## src/rtl/dm_access_ctrl.sv

```systemverilog
// Data-memory access sequencer: one load/store per transaction, alignment
// checking, valid/ready address phase, response wait with a timeout watchdog.
module dm_access_ctrl #(
  parameter int ADDR_W  = 32,
  parameter int TIMEOUT = 255
) (
  input  logic              i_clk,
  input  logic              i_rst,
  input  logic              i_eu_dm_req_valid,
  output logic              o_eu_dm_req_ready,
  input  logic              i_eu_dm_wvalid,
  input  logic [2:0]        i_eu_dm_op_data,
  input  logic [ADDR_W-1:0] i_eu_dm_addr,
  input  logic [31:0]       i_eu_dm_wdata,
  output logic              o_mem_avalid,
  input  logic              i_mem_aready,
  output logic [ADDR_W-1:0] o_mem_addr,
  output logic              o_mem_we,
  output logic [3:0]        o_mem_wstrb,
  output logic [31:0]       o_mem_wdata,
  input  logic              i_mem_rvalid,
  input  logic [31:0]       i_mem_rdata,
  output logic              o_wb_dm_rsp_valid,
  output logic              o_wb_dm_rsp_err,
  output logic [31:0]       o_wb_dm_rdata,
  output logic              o_busy
);

  localparam int CNT_W = $clog2(TIMEOUT + 1);

  typedef enum logic [1:0] {
    S_IDLE,
    S_ERR,
    S_ADDR,
    S_RESP
  } state_e;

  state_e             state_q, state_d;
  logic [CNT_W-1:0]   cnt_q, cnt_d;
  logic [2:0]         op_q, op_d;
  logic               we_q, we_d;
  logic [ADDR_W-1:0]  addr_q, addr_d;
  logic [3:0]         wstrb_q, wstrb_d;
  logic [31:0]        wdata_q, wdata_d;
  logic               rsp_valid_q, rsp_valid_d;
  logic               rsp_err_q, rsp_err_d;
  logic [31:0]        rsp_rdata_q, rsp_rdata_d;

  logic               req_illegal;
  logic [3:0]         req_wstrb;
  logic [31:0]        req_wdata;
  logic [31:0]        rd_shifted;
  logic [31:0]        load_data;
  logic               timed_out;

  // Illegal: reserved funct3, unsigned store, misaligned halfword/word.
  assign req_illegal = (i_eu_dm_op_data == 3'b011)
                     || (i_eu_dm_op_data[2:1] == 2'b11)
                     || (i_eu_dm_wvalid && i_eu_dm_op_data[2])
                     || ((i_eu_dm_op_data[1:0] == 2'b01) && i_eu_dm_addr[0])
                     || ((i_eu_dm_op_data == 3'b010) && (i_eu_dm_addr[1:0] != 2'b00));

  always_comb begin
    req_wstrb = 4'b0000;
    req_wdata = 32'h0;
    if (i_eu_dm_wvalid) begin
      unique case (i_eu_dm_op_data[1:0])
        2'b00: begin
          req_wstrb = 4'b0001 << i_eu_dm_addr[1:0];
          req_wdata = {4{i_eu_dm_wdata[7:0]}};
        end
        2'b01: begin
          req_wstrb = 4'b0011 << i_eu_dm_addr[1:0];
          req_wdata = {2{i_eu_dm_wdata[15:0]}};
        end
        default: begin
          req_wstrb = 4'b1111;
          req_wdata = i_eu_dm_wdata;
        end
      endcase
    end
  end

  assign rd_shifted = i_mem_rdata >> {addr_q[1:0], 3'b000};

  always_comb begin
    unique case (op_q)
      3'b000:  load_data = {{24{rd_shifted[7]}}, rd_shifted[7:0]};
      3'b100:  load_data = {24'h0, rd_shifted[7:0]};
      3'b001:  load_data = {{16{rd_shifted[15]}}, rd_shifted[15:0]};
      3'b101:  load_data = {16'h0, rd_shifted[15:0]};
      default: load_data = rd_shifted;
    endcase
  end

  // cnt_q counts completed ADDR/RESP cycles, so the TIMEOUT-th cycle sees TIMEOUT-1.
  assign timed_out = (cnt_q >= CNT_W'(TIMEOUT - 1));

  always_comb begin
    // NOTE: every signal gets a default first so no path through the case infers a latch.
    state_d     = state_q;
    cnt_d       = cnt_q;
    op_d        = op_q;
    we_d        = we_q;
    addr_d      = addr_q;
    wstrb_d     = wstrb_q;
    wdata_d     = wdata_q;
    rsp_valid_d = 1'b0;
    rsp_err_d   = 1'b0;
    rsp_rdata_d = 32'h0;

    unique case (state_q)
      S_IDLE: begin
        if (i_eu_dm_req_valid) begin
          if (req_illegal) begin
            state_d     = S_ERR;
            rsp_valid_d = 1'b1;
            rsp_err_d   = 1'b1;
          end else begin
            state_d = S_ADDR;
            cnt_d   = '0;
            op_d    = i_eu_dm_op_data;
            we_d    = i_eu_dm_wvalid;
            addr_d  = i_eu_dm_addr;
            wstrb_d = req_wstrb;
            wdata_d = req_wdata;
          end
        end
      end
      S_ERR: state_d = S_IDLE;
      S_ADDR: begin
        cnt_d = cnt_q + CNT_W'(1);
        if (i_mem_aready) begin
          state_d = S_RESP;
        end else if (timed_out) begin
          state_d     = S_IDLE;
          rsp_valid_d = 1'b1;
          rsp_err_d   = 1'b1;
        end
      end
      S_RESP: begin
        cnt_d = cnt_q + CNT_W'(1);
        if (i_mem_rvalid) begin
          state_d     = S_IDLE;
          rsp_valid_d = 1'b1;
          rsp_rdata_d = we_q ? 32'h0 : load_data;
        end else if (timed_out) begin
          state_d     = S_IDLE;
          rsp_valid_d = 1'b1;
          rsp_err_d   = 1'b1;
        end
      end
      default: state_d = S_IDLE;
    endcase
  end

  always_ff @(posedge i_clk or posedge i_rst) begin
    if (i_rst) begin
      state_q     <= S_IDLE;
      cnt_q       <= '0;
      op_q        <= 3'b000;
      we_q        <= 1'b0;
      addr_q      <= '0;
      wstrb_q     <= 4'b0000;
      wdata_q     <= 32'h0;
      rsp_valid_q <= 1'b0;
      rsp_err_q   <= 1'b0;
      rsp_rdata_q <= 32'h0;
    end else begin
      // NOTE: non-blocking assignments so every register samples pre-edge values.
      state_q     <= state_d;
      cnt_q       <= cnt_d;
      op_q        <= op_d;
      we_q        <= we_d;
      addr_q      <= addr_d;
      wstrb_q     <= wstrb_d;
      wdata_q     <= wdata_d;
      rsp_valid_q <= rsp_valid_d;
      rsp_err_q   <= rsp_err_d;
      rsp_rdata_q <= rsp_rdata_d;
    end
  end

  assign o_eu_dm_req_ready = (state_q == S_IDLE);
  assign o_busy            = (state_q != S_IDLE);
  assign o_mem_avalid      = (state_q == S_ADDR);
  assign o_mem_addr        = {addr_q[ADDR_W-1:2], 2'b00};
  assign o_mem_we          = we_q;
  assign o_mem_wstrb       = wstrb_q;
  assign o_mem_wdata       = wdata_q;
  assign o_wb_dm_rsp_valid = rsp_valid_q;
  assign o_wb_dm_rsp_err   = rsp_err_q;
  assign o_wb_dm_rdata     = rsp_rdata_q;

endmodule

```

## config.mk

```make
export PLATFORM = sky130hd
export DESIGN_NAME = dm_access_ctrl
export DESIGN_NICKNAME = d
export VERILOG_FILES = /design/src/rtl/dm_access_ctrl.sv
export SDC_FILE = /design/constraint.sdc
export NUM_CORES = 1
export LEC_CHECK = 0
export CORE_ASPECT_RATIO = 1.25
export CORE_MARGIN = 4
export CORE_UTILIZATION = 49
export CTS_BUF_LIST = sky130_fd_sc_hd__clkbuf_4
export DETAILED_ROUTE_END_ITERATION = 8
export PLACE_DENSITY = 0.88
export SLEW_MARGIN = 20
export SYNTH_ARGS = -nofsm -noshare
export SYNTH_HDL_FRONTEND = slang
export SYNTH_SLANG_ARGS = --single-unit
```

## constraint.sdc

```tcl
create_clock -name i_clk -period 9.1 [get_ports i_clk]
set_clock_uncertainty 0.15 [all_clocks]
set_input_delay 1.365 -clock i_clk [delete_from_list [all_inputs] [get_ports i_clk]]
set_output_delay 1.365 -clock i_clk [all_outputs]
set_load 0.01 [all_outputs]
```

Yosys cells after proc, flatten, opt, wreduce, memory -nomap -nowiden. Cells that the tools add are included.

Output and inout port bits: 106. Register bits: 116. Input bits: 105. Logic and storage cells: 69.

Multiplexer cells: 25. Shift operators: 3. Bitwise gates (word level): 1. Reductions and logical operators: 16. $add $sub $neg: 1. Eq/ne operators: 12. Magnitude comparators: 1.

Operator list (number): 32-bit two-way mux (4); 32-bit one-hot mux with 4 select lines (1); 32-bit one-hot mux with 2 select lines (1); 32-bit by 5-bit right shift with 32-bit output (1); 8-bit two-way mux (2); 8-bit one-hot mux with 2 select lines (1); 2-bit two-way mux (5); 8-bit by 1-bit adder with 8-bit output (second input constant) (1); 8-bit greater-or-equal comparator (second input constant) (1); 2-bit one-hot mux with 4 select lines (1); 4-bit one-hot mux with 2 select lines (1); 2-bit == test (second input constant) (3); 3-bit by 2-bit == test with 1-bit output (second input constant) (2); 3-bit == test (second input constant) (2); 1-bit two-way mux (6); 1-bit one-hot mux with 3 select lines (2); 3-bit AND reduction (2); 2-bit nonzero test (3); 2-bit by 1-bit == test with 1-bit output (second input constant) (2); 2-bit zero test (2); 1-bit logical OR (4); 4-bit two-way mux (1); 2-bit inequality test (second input constant) (2); 1-bit by 2-bit << shifter with 4-bit output (first input constant) (1); 6 further kinds (8).

Logic depth before layout (Yosys ltp).
Depth after elaboration: 8. Gate-level depth with buffers: 8. Mapped depth without buffers: 6.

Worst setup path after synthesis. No wires, ideal clock.

Kind: input to register. Start: input port i_eu_dm_op_data[0]. End: register cnt_q[7]. Cell stages on the path: 5. Arrival time: 2.758 ns. Required time: 8.871 ns. Path slack: 6.112 ns. Cell sequence: clkbuf_1 nor4_2 o21ai_1 a2111oi_0 mux2i_1.

Longest elaborated chain between the ends: 7.

Ends and longest elaborated chain: start: declaration (RTL line 12) `input logic [2:0] i_eu_dm_op_data,`; 3-bit by 2-bit == test with 1-bit output (RTL line 57) `assign req_illegal = (i_eu_dm_op_data == 3'b011)`; 1-bit logical OR (RTL line 58) `|| (i_eu_dm_op_data[2:1] == 2'b11)`; 1-bit logical OR (RTL line 59) `|| (i_eu_dm_wvalid && i_eu_dm_op_data[2])`; 1-bit logical OR (RTL line 60) `|| ((i_eu_dm_op_data[1:0] == 2'b01) && i_eu_dm_addr[0])`; 1-bit logical OR * (RTL line 61) `|| ((i_eu_dm_op_data == 3'b010) && (i_eu_dm_addr[1:0] != 2'b00));`; 2-bit inequality test (no line) *; 3-bit AND reduction (no line) *; end signal: assignment (RTL line 172) `cnt_q <= cnt_d;`; end: declaration (RTL line 39) `logic [CNT_W-1:0] cnt_q, cnt_d;`.

Every way passes the cells marked *; elsewhere a longest branch is shown, timed or not. A chain may end at the register's enable or synchronous reset.

Final worst setup path.
Start: input port i_eu_dm_op_data[0]. End: register addr_q[20].

Longest elaborated chain between the ends: 7.

Ends and longest elaborated chain: 3-bit by 2-bit == test with 1-bit output (RTL line 57); 1-bit logical OR (RTL line 58); 1-bit logical OR (RTL line 59); 1-bit logical OR (RTL line 60); 1-bit logical OR * (RTL line 61); 1-bit NOT (no line) *; 3-bit AND reduction (no line) *; end signal: assignment (RTL line 175) `addr_q <= addr_d;`; end: declaration (RTL line 42) `logic [ADDR_W-1:0] addr_q, addr_d;`.

Marked as above.

==> reports/results.md <==
| Metric | This run |
|:---|:---|
| Commonest non-fill, non-tap cells in the layout | 208 x clkdlybuf4s50_1, 116 x dfrtp_1, 90 x nand2_1, 67 x o21ai_0, 53 x mux2_2 |
| Sum of internal, switching and leakage power | 2070 uW |
| Hold_sp | o_mem_wdata[24]$_DFFE_PP0P_ |
| All-Layer GR Usage | 22.5% |
| Routed WL per cell | 17.7 um |
| Hold buffer count at cts | 0 |
| Number of synthesized flops with an enable pin | 0 |
| Post-detailed-route DRC marker count | 0 |
| Commonest non-fill, non-tap cell in the layout | clkdlybuf4s50_1 |
| Quantity of I/O buffers inserted on ports | 208 |
| First-pass GRT wire length | 23.5 mm |
| Number of buffers created by CTS | 17 |
| Starting Density | 50.4% |
| Yosys Warn Count | 0 |
| Final hold viol count | 0 |
| Vias after detailed routing | 4557 |
| Detailed Routing Iterations Pass 1 | 4 |
| Overall die width | 104 um |
| Slack of the critical path | 5510 ps |
| R2r startpoint | addr_q[1]$_DFFE_PP0P_ |
| Net count of the finished layout | 806 |
| Number of violations reported at the end of detailed-routing iteration 0 | 157 |
| Final estimated routing congestion in global placement | 0.897 |
| Worst Path Arrival | 3820 ps |
| Worst setup path class | input port to register |
| Distinct cell type count after synthesis | 42 |
| Worst vdd rail ir drop | 0.164 mV |
| Clock latency on the worst-skew pair | 500 ps |
| Number of global-route vias before repair | 4752 |
| Maximum number of pins on one net before global-route repair | 75 |
| Most frequently used flop master after synthesis | dfrtp_1 |
| Cell count after synthesis | 534 |
| N_diodes | 0 |
| Required time reported for the critical path endpoint | 9330 ps |
| Setup-failing EPs final | 0 |
| Layout cell share with drive strength beyond 1 | 13.4% |
| Maximum fanout encountered on the critical timing path | 74 |
| Total setup buffers inserted after CTS | 0 |
| Clock net sink count | 116 |
| Critical path launch point type | input port |
| Num ports | 211 |
| Depth of the most critical reg-to-reg path | 3 |
| # rows | 43 |
| Worst setup slack for register-to-register paths | 6460 ps |
| Crit Reg-Reg Endpoint | o_wb_dm_rdata[21]$_DFF_PP0_ |
| Total Neg Setup Slack | 0 ps |
| Transition time of the tightest slew-check pin | 855 ps |
| Core Region | 11100 um2 |
| Remaining antenna violation count after routing | 0 |
| Pre-CTS WS | 5000 ps |
| CP Launch Point | i_eu_dm_op_data[0] |
| Area of the multi-input gates | 2290 um2 |
| Half-perimeter wire length of the detailed placement result | 11.3 mm |
| Relative slew slack | 43.0% |
| CTS root buf | clkbuf_4 |
| Storage cell area | 2900 um2 |
| Clock slew at the register clock pins of the worst setup and hold paths | 100 ps |
| Max-slew violation count | 0 |
| Path category of the worst min-delay check | register to register |
| Vertical die dimension | 128 um |
| Initial antenna violation count | 0 |
| Run status | completed |
| Period Utilization, post-route | 39.4% |
| Per-instance average area after synthesis | 10.5 um2 |
| Overflow left after global routing | 0 |
| Via density per instance | 5.39 |
| Hold path cells | 2 |
| Maximum Capacitance Violations | 0 |
| Proportion of synthesized flip-flops having asynchronous set or reset | 100% |
| Setup repair after global routing missed its margin | no |
| Endpoint, Worst Hold | o_mem_wdata[24]$_DFFE_PP0P_ |
| Total routed wirelength | 14.9 mm |
| Endpoint kind of the worst setup timing path | register |
| Leakage component of the power | 0.00343 uW |
| Top achievable clock speed | 279 MHz |
| Areal power density over the cells | 266 nW/um2 |
| Post-route cell area | 7780 um2 |
| Post-layout utilization of the core | 69.9% |
| Filler cell count | 814 |
| PostCTS Resize Cnt | 0 |
| Placed standard-cell area | 7510 um2 |
| Synthesis-stage register bit count | 116 |
| Sequential fraction of the synthesis area | 51.8% |
| CTS H-Tree Depth | 4 |
| TritonCTS clock tree | done |
| Die Outline Area | 13200 um2 |
| Worst-case clock buffer depth | 2 |
| Netlist Area Pre-Place | 5610 um2 |
| Synth-to-layout area growth | 38.8% |
| Post-layout minimum cycle time | 3590 ps |
cell type report:
class	count	share of cell area, %
Timing Repair Buffer	214	27.3
Clock buffer	18	1.74
Sequential cell	116	37.3
Inverter	5	0.273
Multi-Input combinational cell	345	29.4
Tap cell	135	2.17
Clock inverter	13	1.82
cells in the mapped netlist, types with 3 or more instances:
| cell type | instances | share of area [%] |
|---|---|---|
| buf_2 | 12 | 1.1 |
| a21oi_1 | 9 | 0.80 |
| nand2b_1 | 4 | 0.45 |
| nor3_1 | 4 | 0.36 |
| buf_1 | 3 | 0.20 |
| and2_1 | 6 | 0.67 |
| a21o_1 | 8 | 1.1 |
| dfrtp_1 | 116 | 52 |
| nor2b_1 | 10 | 1.1 |
| a211oi_1 | 15 | 2.0 |
| nand2_1 | 90 | 6.0 |
| o21ai_0 | 67 | 6.0 |
| mux2i_1 | 31 | 5.5 |
| buf_4 | 34 | 4.6 |
| mux2_2 | 53 | 11 |
| clkbuf_1 | 20 | 1.3 |
| inv_1 | 5 | 0.33 |
| nand3_1 | 4 | 0.36 |
| nor2_1 | 15 | 1.0 |
power breakdown:
group          switching (uW)  leakage (uW)  internal [uW]  total, uW
combinational             379       0.00178            498        877
sequential                132       0.00151            695        827
clock                     184      0.000141            186        370
routing by layer:
| metal | GRT usage [%] | wire, um | vias up |
|---|---|---|---|
| li1 | - | - | 2136 |
| met4 | 9.86 | 459 | 0 |
| met5 | 0 | 0 | - |
| met1 | 23.9 | 5540 | 2180 |
| met2 | 39.6 | 7620 | 202 |
| met3 | 9.20 | 1330 | 39 |
worst max-delay path, cell delays in order:
cell and delay [ps]:
clkdlybuf4s50_1 980, a221oi_2 180, o211ai_1 260, buf_4 600, mux2_2 410
through the flow:
step | std cells | hold slack (ps)
floorplan | 535 | 331
global placement | 815 | 312
detailed placement | 815 | 320
CTS | 846 | 343
global route | 846 | 368
finish | 846 | 336
kinds of logic after synthesis:
family | synth area share (%)
adder cells (fa/ha/maj) | 0.446
AND/OR/NAND/NOR | 11.8
buffers and inverters | 7.50
AO/OA/AOI/OAI | 11.8
flip-flops | 51.8
multiplexers | 16.6
other | 0.0669
state kept, by name, indices dropped and copies added, names as in the netlist:
signal / cells
o_wb_dm_rsp_err: 1
state_q: 2
o_mem_wstrb: 4
addr_q: 32
op_q: 3
cnt_q: 8
o_wb_dm_rdata: 32
o_mem_wdata: 32
o_mem_we: 1
o_wb_dm_rsp_valid: 1
worst max path at each step:
stage / slack, ps / endpoint / cells past startpoint
finish: 5510 / addr_q[20]$_DFFE_PP0P_ / 5
global route: 5390 / cnt_q[7]$_DFFE_PP0P_ / 5
CTS: 5540 / o_mem_avalid / 3
detailed placement: 5000 / addr_q[20]$_DFFE_PP0P_ / 5
global placement: 5090 / addr_q[19]$_DFFE_PP0P_ / 5
floorplan: 4510 / addr_q[0]$_DFFE_PP0P_ / 1
(Power assumes the default switching activity.)
